===== src/rtl/i2c_wr_sched.sv =====
// i2c_wr_sched: two-requester round-robin scheduler that turns register-write
// requests {addr, reg, data} into a three-byte write sequence for the I2C
// master.
// It tracks ACK/NACK per byte and runs a watchdog over every bus phase.
module i2c_wr_sched #(
  parameter int unsigned TMO_CYC = 4000
) (
  input  logic       clk,
  input  logic       rst,
  input  logic       r0_vld,
  input  logic       r1_vld,
  input  logic [6:0] r0_addr,
  input  logic [6:0] r1_addr,
  input  logic [7:0] r0_reg,
  input  logic [7:0] r1_reg,
  input  logic [7:0] r0_data,
  input  logic [7:0] r1_data,
  output logic       r0_rdy,
  output logic       r1_rdy,
  output logic       r0_done,
  output logic       r1_done,
  output logic [1:0] err,
  output logic [1:0] err_byte,
  output logic       mst_go,
  output logic [7:0] mst_dfifo,
  output logic       mst_last,
  output logic       mst_abort,
  input  logic       mst_nxt,
  input  logic       mst_ack,
  input  logic       mst_idle
);

  typedef enum logic [2:0] {IDLE, START, XFER, WSTOP, ABORT, DONE} state_t;

  localparam logic [15:0] TMO_LIM = 16'(TMO_CYC - 1);

  state_t      state;
  logic        gnt;        // requester owning the transaction in flight
  logic        prio;       // requester preferred on the next contended accept
  logic        idle_hold;  // first IDLE cycle after DONE: mst_idle may be stale
  logic [1:0]  idx;
  logic [15:0] wd;
  logic [7:0]  cur_reg;
  logic [7:0]  cur_data;

  logic        sel;
  logic        can_acc;
  logic        accept;
  logic        tmo;

  // Grant selection and the combinational accept handshake
  always_comb begin
    sel     = (r0_vld && r1_vld) ? prio : r1_vld;
    can_acc = !rst && (state == IDLE) && !idle_hold && mst_idle;
    r0_rdy  = can_acc && r0_vld && !sel;
    r1_rdy  = can_acc && r1_vld && sel;
    accept  = r0_rdy || r1_rdy;
    tmo     = (wd == TMO_LIM);
  end

  // Transaction FSM with registered master-side and completion outputs
  always_ff @(posedge clk) begin
    if (rst) begin
      state     <= IDLE;
      gnt       <= 1'b0;
      prio      <= 1'b0;
      idle_hold <= 1'b0;
      idx       <= '0;
      wd        <= '0;
      cur_reg   <= '0;
      cur_data  <= '0;
      mst_go    <= 1'b0;
      mst_dfifo <= 8'h00;
      mst_last  <= 1'b0;
      mst_abort <= 1'b0;
      r0_done   <= 1'b0;
      r1_done   <= 1'b0;
      err       <= '0;
      err_byte  <= '0;
    end else begin
      mst_go    <= 1'b0;
      mst_abort <= 1'b0;
      r0_done   <= 1'b0;
      r1_done   <= 1'b0;
      idle_hold <= 1'b0;
      case (state)
        IDLE: begin
          wd <= '0;
          if (accept) begin
            gnt       <= sel;
            prio      <= ~sel;
            cur_reg   <= sel ? r1_reg : r0_reg;
            cur_data  <= sel ? r1_data : r0_data;
            err       <= '0;
            err_byte  <= '0;
            mst_go    <= 1'b1;
            mst_dfifo <= {(sel ? r1_addr : r0_addr), 1'b0};
            state     <= START;
          end
        end
        START: begin
          idx      <= '0;
          wd       <= '0;
          mst_last <= 1'b0;
          state    <= XFER;
        end
        XFER: begin
          // an ACK slot finishing in the timeout cycle wins over the timeout
          if (mst_nxt) begin
            wd <= '0;
            if (!mst_ack) begin
              mst_abort <= 1'b1;
              err       <= 2'd1;
              err_byte  <= idx;
              mst_last  <= 1'b0;
              state     <= ABORT;
            end else if (idx == 2'd2) begin
              mst_last <= 1'b0;
              state    <= WSTOP;
            end else begin
              idx       <= idx + 2'd1;
              mst_dfifo <= (idx == 2'd0) ? cur_reg : cur_data;
              mst_last  <= (idx == 2'd1);
            end
          end else if (tmo) begin
            mst_abort <= 1'b1;
            err       <= 2'd2;
            mst_last  <= 1'b0;
            r0_done   <= ~gnt;
            r1_done   <= gnt;
            state     <= DONE;
          end else begin
            wd <= wd + 16'd1;
          end
        end
        WSTOP: begin
          if (mst_idle) begin
            r0_done <= ~gnt;
            r1_done <= gnt;
            state   <= DONE;
          end else if (tmo) begin
            mst_abort <= 1'b1;
            err       <= 2'd2;
            r0_done   <= ~gnt;
            r1_done   <= gnt;
            state     <= DONE;
          end else begin
            wd <= wd + 16'd1;
          end
        end
        ABORT: begin
          // err stays at NACK even if the STOP never completes
          if (mst_idle || tmo) begin
            r0_done <= ~gnt;
            r1_done <= gnt;
            state   <= DONE;
          end else begin
            wd <= wd + 16'd1;
          end
        end
        DONE: begin
          wd        <= '0;
          idle_hold <= 1'b1;
          state     <= IDLE;
        end
        default: state <= IDLE;
      endcase
    end
  end

endmodule


===== config.mk =====
export PLATFORM = sky130hd
export DESIGN_NAME = i2c_wr_sched
export DESIGN_NICKNAME = d
export VERILOG_FILES = /design/src/rtl/i2c_wr_sched.sv
export SDC_FILE = /design/constraint.sdc
export NUM_CORES = 1
export LEC_CHECK = 0
export ABC_CLOCK_PERIOD_IN_PS = 2700
export BUFFER_PORTS_ARGS = -buffer_cell sky130_fd_sc_hd__buf_4
export CORE_UTILIZATION = 30
export DETAILED_ROUTE_END_ITERATION = 6
export GPL_TIMING_DRIVEN = 0
export SLEW_MARGIN = 20
export SYNTH_ARGS = -nofsm -noshare
export SYNTH_HDL_FRONTEND = slang
export SYNTH_SLANG_ARGS = --single-unit
export TNS_END_PERCENT = 20

===== constraint.sdc =====
create_clock -name clk -period 2.7 [get_ports clk]
set_input_delay 0.675 -clock clk [delete_from_list [all_inputs] [get_ports clk]]
set_output_delay 0.675 -clock clk [all_outputs]
set_load 0.02 [all_outputs]

-- Word-level counts from Yosys, hierarchy flattened
Cells that the tools add are included.
- word-level logic and storage cells: 127
- bits in registers: 57
- input bits: 53
- $add $sub $neg: 2
- reduce and logical (&&, ||, !) cells: 29
- bitwise operators: 3
- eq/ne operators: 19
- multiplexer cells: 58
- operators by type and width (cell ; number):
    16-bit two-way mux ; 4
    16-bit one-hot mux with 4 select lines ; 1
    8-bit two-way mux ; 7
    3-bit two-way mux ; 7
    2-bit two-way mux ; 10
    1-bit two-way mux ; 19
    16-bit by 1-bit adder with 16-bit output (second input constant) ; 1
    16-bit by 12-bit == test with 1-bit output (second input constant) ; 1
    2-bit inequality test (second input constant) ; 8
    8-bit one-hot mux with 2 select lines ; 1
    3-bit one-hot mux with 5 select lines ; 1
    4-bit AND reduction ; 3
    1-bit logical AND ; 8
    2-bit one-hot mux with 2 select lines ; 2
    7-bit two-way mux ; 1
    3-bit by 2-bit == test with 1-bit output (second input constant) ; 2
    3-bit == test (second input constant) ; 2
    3-bit inequality test (second input constant) ; 2
    1-bit one-hot mux with 3 select lines ; 2
    2-bit one-hot mux with 3 select lines ; 1
    3-bit AND reduction ; 2
    5-bit AND reduction ; 1
    4-bit inequality test (second input constant) ; 1
    1-bit one-hot mux with 2 select lines ; 2
    other kinds (15) ; 22

-- Logic depth before layout (Yosys ltp)
Gate-level depths: netlist of the first run.
- depth after elaboration: 9
- mapped depth: 8
- depth with buffers taken out: 6

-- Least setup slack after synthesis of the first run
No wires, ideal clock.
- path kind: input to output
- start: in rst
- end: out r0_rdy
- data required time: 2.025 ns
- buffers on the path: 1
- arrival: 1.775 ns
- cell stages on the path: 5
- path slack: 0.250 ns
- cell sequence: clkbuf_1 -> or4_4 -> nor2_1 -> nand2_1 -> nor2_1
- longest elaborated chain between the ends: 6
- RTL lines (item ; RTL line ; RTL):
    start: declaration ; 9 ; input logic rst,
    1-bit zero test ; 54 ; can_acc = !rst && (state == IDLE) && !idle_hold && mst_idle;
    1-bit logical AND (3 in a row) ; 54 ;
    1-bit logical AND (2 in a row) ; 55 ; r0_rdy = can_acc && r0_vld && !sel;
    end: declaration ; 18 ; output logic r0_rdy,
No other way between the ends.

-- Worst setup path in the final report of the first run
Ends and elaborated chain as after synthesis.

==> results.py, run 1 <==
metrics = {
    "outcome": {
        "status": "finished clean",
    },
    "pwr": {
        "p_sw_frac": 0.303,
        "vdd_ir_drop_max_mv": 0.193,
        "p_switching_uw": 591,
        "p_int_uw": 1360,
        "power_frac_comb": 0.182,
        "pwr-share-seq": 0.460,
        "p_leak_uw": 0.00152,
        "p_clk_frac": 0.359,
        "p_per_area_nw_per_um2": 499,
    },
    "place": {
        "dp_hpwl_um": 6770,
        "portBuffers": 70,
        "gp_congestion": 0.823,
        "placed_cell_area_um2": 3740,
    },
    "yosys": {
        "syn_area_per_cell_um2": 7.85,
        "synth_cell_types": 51,
        "ys_warn_count": 0,
        "synth_top_cell_area_share": 0.375,
        "yosysSeqAreaShare": 0.375,
        "yosysTopAreaCell": "dfxtp_1",
        "synth-seq-cells": 57,
        "synthSimpleGateAreaFrac": 0.280,
        "synth_area_leaders": "dfxtp_1, nand2_1, a311oi_1, a21oi_1, nor2_1",
        "async_flop_share": 0,
        "synth-xor-area-share": 0,
        "synth_common_cells": "nand2_1, dfxtp_1, nor2_1",
        "synth.area.mux_share": 0.00699,
        "ys.flop_type": "dfxtp_1",
        "synth_adder_area_share": 0.0164,
        "synth_top_family_by_area": "simple AND/OR/NAND/NOR gates",
        "synth_compound_area_frac": 0.266,
        "synth_edf_count": 0,
        "yosysMostFrequentCell": "nand2_1",
        "syn-cell-area_um2": 3040,
        "syn-num-nets": 445,
        "syn_inst": 388,
    },
    "global_routing": {
        "grtUsageTotal": 0.180,
        "grt_pass1_wl_um": 14600,
        "overflow": 0,
        "antenna_found_initial": 0,
        "grt_pass1_vias": 3004,
        "grt_max_degree": 16,
    },
    "finish": {
        "n_antenna_cell": 0,
        "area_delta_synth_final_pct": 28.4,
        "drive_gt1_frac": 0.228,
        "final_area_um2": 3910,
        "largest_reg_flops": 16,
        "nNetsFinal": 525,
        "fillerInstances": 1083,
        "fin_util": 0.398,
        "regMostFlops": "wd",
        "seq_area_um2": 1140,
        "multi_input_area_um2": 1740,
    },
    "die": {
        "dieArea_um2": 10600,
        "start_util": 0.310,
        "io_pins": 72,
        "num_rows": 36,
        "chipWidth_um": 103,
        "die_h_um": 103,
        "core_area_um2": 9820,
    },
    "critical_path": {
        "worst_ep_required_time_ns": 2.03,
        "cp-start-kind": "input port",
        "cp_max_fo": 6,
        "worstPathArrival_ns": 1.84,
        "worstSetupPathType": "in2out",
        "r2r_slack_ns": 0.51,
        "endpoint_kind": "output port",
    },
    "detailed_routing": {
        "drt-initial-drc-count": 187,
        "viasPerCell": 5.20,
        "ant_nets": 0,
        "drt-total-wl_um": 9090,
        "vias": 3152,
        "drc": 0,
        "first_pass_iters": 4,
        "wire_per_inst_um": 15.0,
    },
    "clock_tree": {
        "clkSinkCount": 57,
        "cts_tree": "done",
        "clk_latency_ns": 0.34,
        "cts-root-buf": "clkbuf_8",
        "cts.path.max_buffers": 2,
        "ctsHoldBuffers": 0,
        "path_clk_slew_ns": 0.06,
        "cts_made_buffers": 9,
        "htreeDepth": 3,
        "cts_setup_buffers": 0,
    },
    "timing": {
        "tns_ns": 0,
        "period_needed_ns": 2.52,
        "clock_skew_ns": 0.0148,
        "max_slew.worst_pin.slew_ns": 0.688,
        "fmax_ghz": 0.397,
        "min_period_over_period": 0.933,
        "relSlewSlack": 0.535,
        "setup_viol": 0,
        "rsz0062_at_grt": "false",
        "hold_viol_final": 0,
        "finalMaxSlewViolations": 0,
    },
    "job": {
        "drv_cap": 0,
    },
    "worst_hold_path": {
        "min_path_type": "reg2reg",
    },
}
-- cells by family after synthesis --
| logic type | after synthesis |
|---|---|
| buffers and inverters | 38 |
| muxes | 2 |
| and+or+nand+nor | 174 |
| AOI/OAI and AO/OA | 113 |
| adders and majority gates | 4 |
| DFF | 57 |
-- metal layers --
| metal | global-route usage | vias up | routed length (um) |
|---|---|---|---|
| li1 | - | 1581 | - |
| met1 | 0.255 | 1497 | 4560 |
| met2 | 0.275 | 68 | 4120 |
| met3 | 0.0325 | 6 | 321 |
| met4 | 0.0607 | 0 | 91 |
| met5 | 0 | - | 0 |
-- power by group through the flow --
stage / clock network [uW] / logic, uW / registers, uW
finish: 700 / 354 / 897
global route: 756 / 393 / 902
floorplan: 0 / 205 / 923
global placement: 0 / 350 / 915
detailed placement: 0 / 354 / 916
CTS: 720 / 354 / 897
-- per-stage QoR --
stage	hold WS [ns]	instances	power, uW	worst slack (ns)
after floorplan	0.414	388	1130	0.250
after global placement	0.445	591	1270	-0.103
after detailed placement	0.448	591	1270	-0.133
after CTS	0.457	606	1970	0.00793
after global routing	0.477	606	2050	0.0739
final	0.454	606	1950	0.181
-- path summary, 6_finish.rpt --
check	cells after the start	to	start
worst max-delay path	6	r0_rdy	rst
worst max register to register	6	wd[15]	wd[6]
worst min-delay path	1	r0_done	gnt
worst min register to register	1	r0_done	gnt
-- worst max-delay path, stage by stage --
cell and delay [ns]:
clkbuf_1 0.17, or4_4 0.49, nor2_2 0.14, nand2_1 0.12
nor2_1 0.10, buf_4 0.15
-- area by class of cell --
type / count / share of cell area
Buffer: 27 / 0.0333
Clock buffer: 9 / 0.0317
Clock inverter: 7 / 0.0122
Inverter: 10 / 0.00960
Multi-Input combinational cell: 293 / 0.444
Sequential cell: 57 / 0.292
Tap cell: 133 / 0.0426
Timing Repair Buffer: 70 / 0.134
-- timing repair --
item                       in CTS  in global routing
setup endpoints to repair       1                  2
resized for setup               0                  4
pin swaps                       0                  0
-- cell usage in the layout (no fill, tap or decap), types with 7 or more instances in the layout --
cell type / count
a211oi_1: 12
a21oi_1: 28
a311o_1: 7
a311oi_1: 18
a31oi_1: 9
and3_1: 9
buf_4: 70
clkbuf_1: 19
clkbuf_8: 9
dfxtp_1: 57
inv_1: 10
nand2_1: 73
nor2_1: 29
nor2b_1: 14
nor3_1: 14
o21ai_0: 11
Note: power is estimated with default switching activity, not from simulation.
==> inputs of run 2 (changes only) <==
--- a/config.mk
+++ b/config.mk
@@ -7,6 +7,7 @@
 export LEC_CHECK = 0
 export ABC_CLOCK_PERIOD_IN_PS = 2700
 export BUFFER_PORTS_ARGS = -buffer_cell sky130_fd_sc_hd__buf_4
+export CORE_ASPECT_RATIO = 1.25
 export CORE_UTILIZATION = 30
 export DETAILED_ROUTE_END_ITERATION = 6
 export GPL_TIMING_DRIVEN = 0
==> run 2 against run 1 <==
  * Core utilization grew 1.5 points
  * Flip-flop and latch count unchanged
  * Register-to-register slack got worse by 0.09 ns
  * Setup slack got worse by 0.18 ns
  * Critical path type unchanged
  * Largest cell class unchanged
  * Largest power group is now clock
==> results.py, run 2 (synthesized netlist as in run 1, its figures left out) <==
metrics = {
    "pwr": {
        "p_leak_uw": 0.00158,
        "vdd_ir_drop_max_mv": 0.396,
        "p_per_area_nw_per_um2": 600,
    },
    "clock_tree": {
        "htreeDepth": 3,
        "path_clk_slew_ns": 0.05,
        "clkSinkCount": 57,
        "cts.path.max_buffers": 2,
        "cts-root-buf": "clkbuf_16",
        "cts_resized": 0,
        "clk_latency_ns": 0.33,
        "cts_setup_buffers": 0,
        "cts_tree": "done",
        "cts_made_buffers": 9,
        "ctsHoldBuffers": 0,
    },
    "finish": {
        "area_delta_synth_final_pct": 32.5,
        "drive_gt1_frac": 0.220,
        "instances_no_fill": 599,
        "layout_common_cells": "nand2_1, buf_4, dfxtp_1, nor2_1, a21oi_1",
        "fillerInstances": 1010,
        "final_common_cell": "nand2_1",
        "regMostFlops": "wd",
        "n_antenna_cell": 0,
        "largest_reg_flops": 16,
        "nNetsFinal": 525,
        "final_area_um2": 4030,
    },
    "timing": {
        "hold_viol_final": 0,
        "max_slew.worst_pin.slew_ns": 0.648,
        "holdWs_ns": 0.440,
        "clock_skew_ns": 0.00867,
        "period_needed_ns": 2.70,
        "relSlewSlack": 0.562,
        "fmax_ghz": 0.370,
        "rsz0062_at_grt": "true",
        "finalMaxSlewViolations": 0,
        "tns_ns": 0,
        "setup_viol": 0,
        "min_period_over_period": 1.00,
    },
    "critical_path": {
        "cp-start-kind": "input port",
        "ff2ff_path_depth": 6,
        "crit_cells": 6,
        "slowest_stage": "clkbuf_1",
        "worst-path-buf-inv": 4,
        "worst_path_dominant_cell_family": "buffers and inverters",
        "critPathMaxStageDelay_ns": 0.45,
        "worst_r2r_startpoint": "state[0]",
        "r2r-end": "mst_dfifo[4]",
        "cp_max_fo": 10,
        "endpoint_kind": "output port",
        "crit_top_cell": "buf_4",
        "startpoint": "r0_vld",
        "path_cells": "buf_4, inv_1, o21ai_1, clkbuf_1, nor3_1, buf_4",
        "worst_ep_required_time_ns": 2.03,
        "r2r_slack_ns": 0.42,
        "worstSetupPathType": "in2out",
        "cp-endpoint": "r1_rdy",
        "worstPathArrival_ns": 2.02,
    },
    "detailed_routing": {
        "wire_per_inst_um": 15.8,
        "vias": 3186,
        "drt-initial-drc-count": 134,
        "first_pass_iters": 6,
        "ant_nets": 0,
        "wl_met2_um": 4660,
        "highest_layer": "met4",
        "wirelength_met1_um": 4000,
        "viasPerCell": 5.32,
        "met3_length_um": 494,
        "drt-total-wl_um": 9440,
        "drc": 0,
    },
    "job": {
        "drv_cap": 0,
    },
    "die": {
        "start_util": 0.312,
        "chipWidth_um": 92.1,
        "dieArea_um2": 10600,
        "io_pins": 72,
        "die_h_um": 115,
        "num_rows": 40,
        "core_area_um2": 9760,
    },
    "place": {
        "placed_cell_area_um2": 3730,
        "portBuffers": 70,
        "dp.cells": 584,
        "dp_hpwl_um": 7060,
        "gp_congestion": 0.822,
    },
    "worst_hold_path": {
        "min_path_type": "reg2reg",
        "hold_start": "err[1]",
    },
    "global_routing": {
        "grtUsageTotal": 0.188,
        "grt_max_degree": 16,
        "grt_pass1_vias": 3116,
        "overflow": 0,
        "antenna_found_initial": 0,
        "grt_pass1_wl_um": 15400,
    },
    "outcome": {
        "status": "finished clean",
    },
}
==> run 2: changes by cell type in the layout (fill, tap and decap cells not counted) <==
cell	change
bufinv_16	+1
clkbuf_1	+3
clkbuf_16	+9
clkbuf_2	-1
clkbuf_8	-6
clkinv_2	-2
clkinv_4	-2
clkinvlp_4	-2
nor2_1	+1
nor2_2	-1
==> run 2: area by class of cell <==
cell class                      count  area [um2]  share of cell area
Timing Repair Buffer               70         526               0.130
Multi-Input combinational cell    293        1730               0.430
Tap cell                          126         158              0.0391
Clock inverter                      2        35.0             0.00868
Clock buffer                       14         274              0.0679
Inverter                           10        37.5             0.00931
Sequential cell                    57        1140               0.283
Buffer                             27         129              0.0319
==> run 2: worst min path at each step <==
stage,end,depth (start not counted),slack (ns)
3_5_place_dp,err[1],2,0.44
5_1_grt,err_byte[1],2,0.48
2_1_floorplan,r0_done,1,0.41
6_report,err[1],2,0.44
3_3_place_gp,err[1],2,0.44
4_1_cts,err[1],2,0.45
==> run 2: worst min-delay path, cell delays in order (launching register included) <==
cell     delay, ns
dfxtp_1       0.30
inv_1         0.04
a21oi_1       0.05
==> run 2: power by group <==
part / internal [uW] / switching, uW
registers: 879 / 20.9
logic: 154 / 206
clock network: 787 / 375
total: 1820 / 602
==> run 2: per-layer routing <==
metal  vias to the layer above  global-route usage
met1                      1483               0.216
met4                         0              0.0938
met5                         -                   0
met3                        18              0.0345
met2                       105               0.332
li1                       1580                   -
==> run 2: per-stage QoR <==
| step | total power (uW) | worst slack [ns] | util |
|---|---|---|---|
| 6_report | 2420 | 0.000707 | 0.413 |
| 5_1_grt | 2530 | -0.103 | 0.413 |
| 4_1_cts | 2450 | 0.0308 | 0.413 |
| 3_5_place_dp | 1270 | -0.123 | 0.382 |
| 3_3_place_gp | 1270 | -0.127 | 0.382 |
| 2_1_floorplan | 1130 | 0.250 | - |
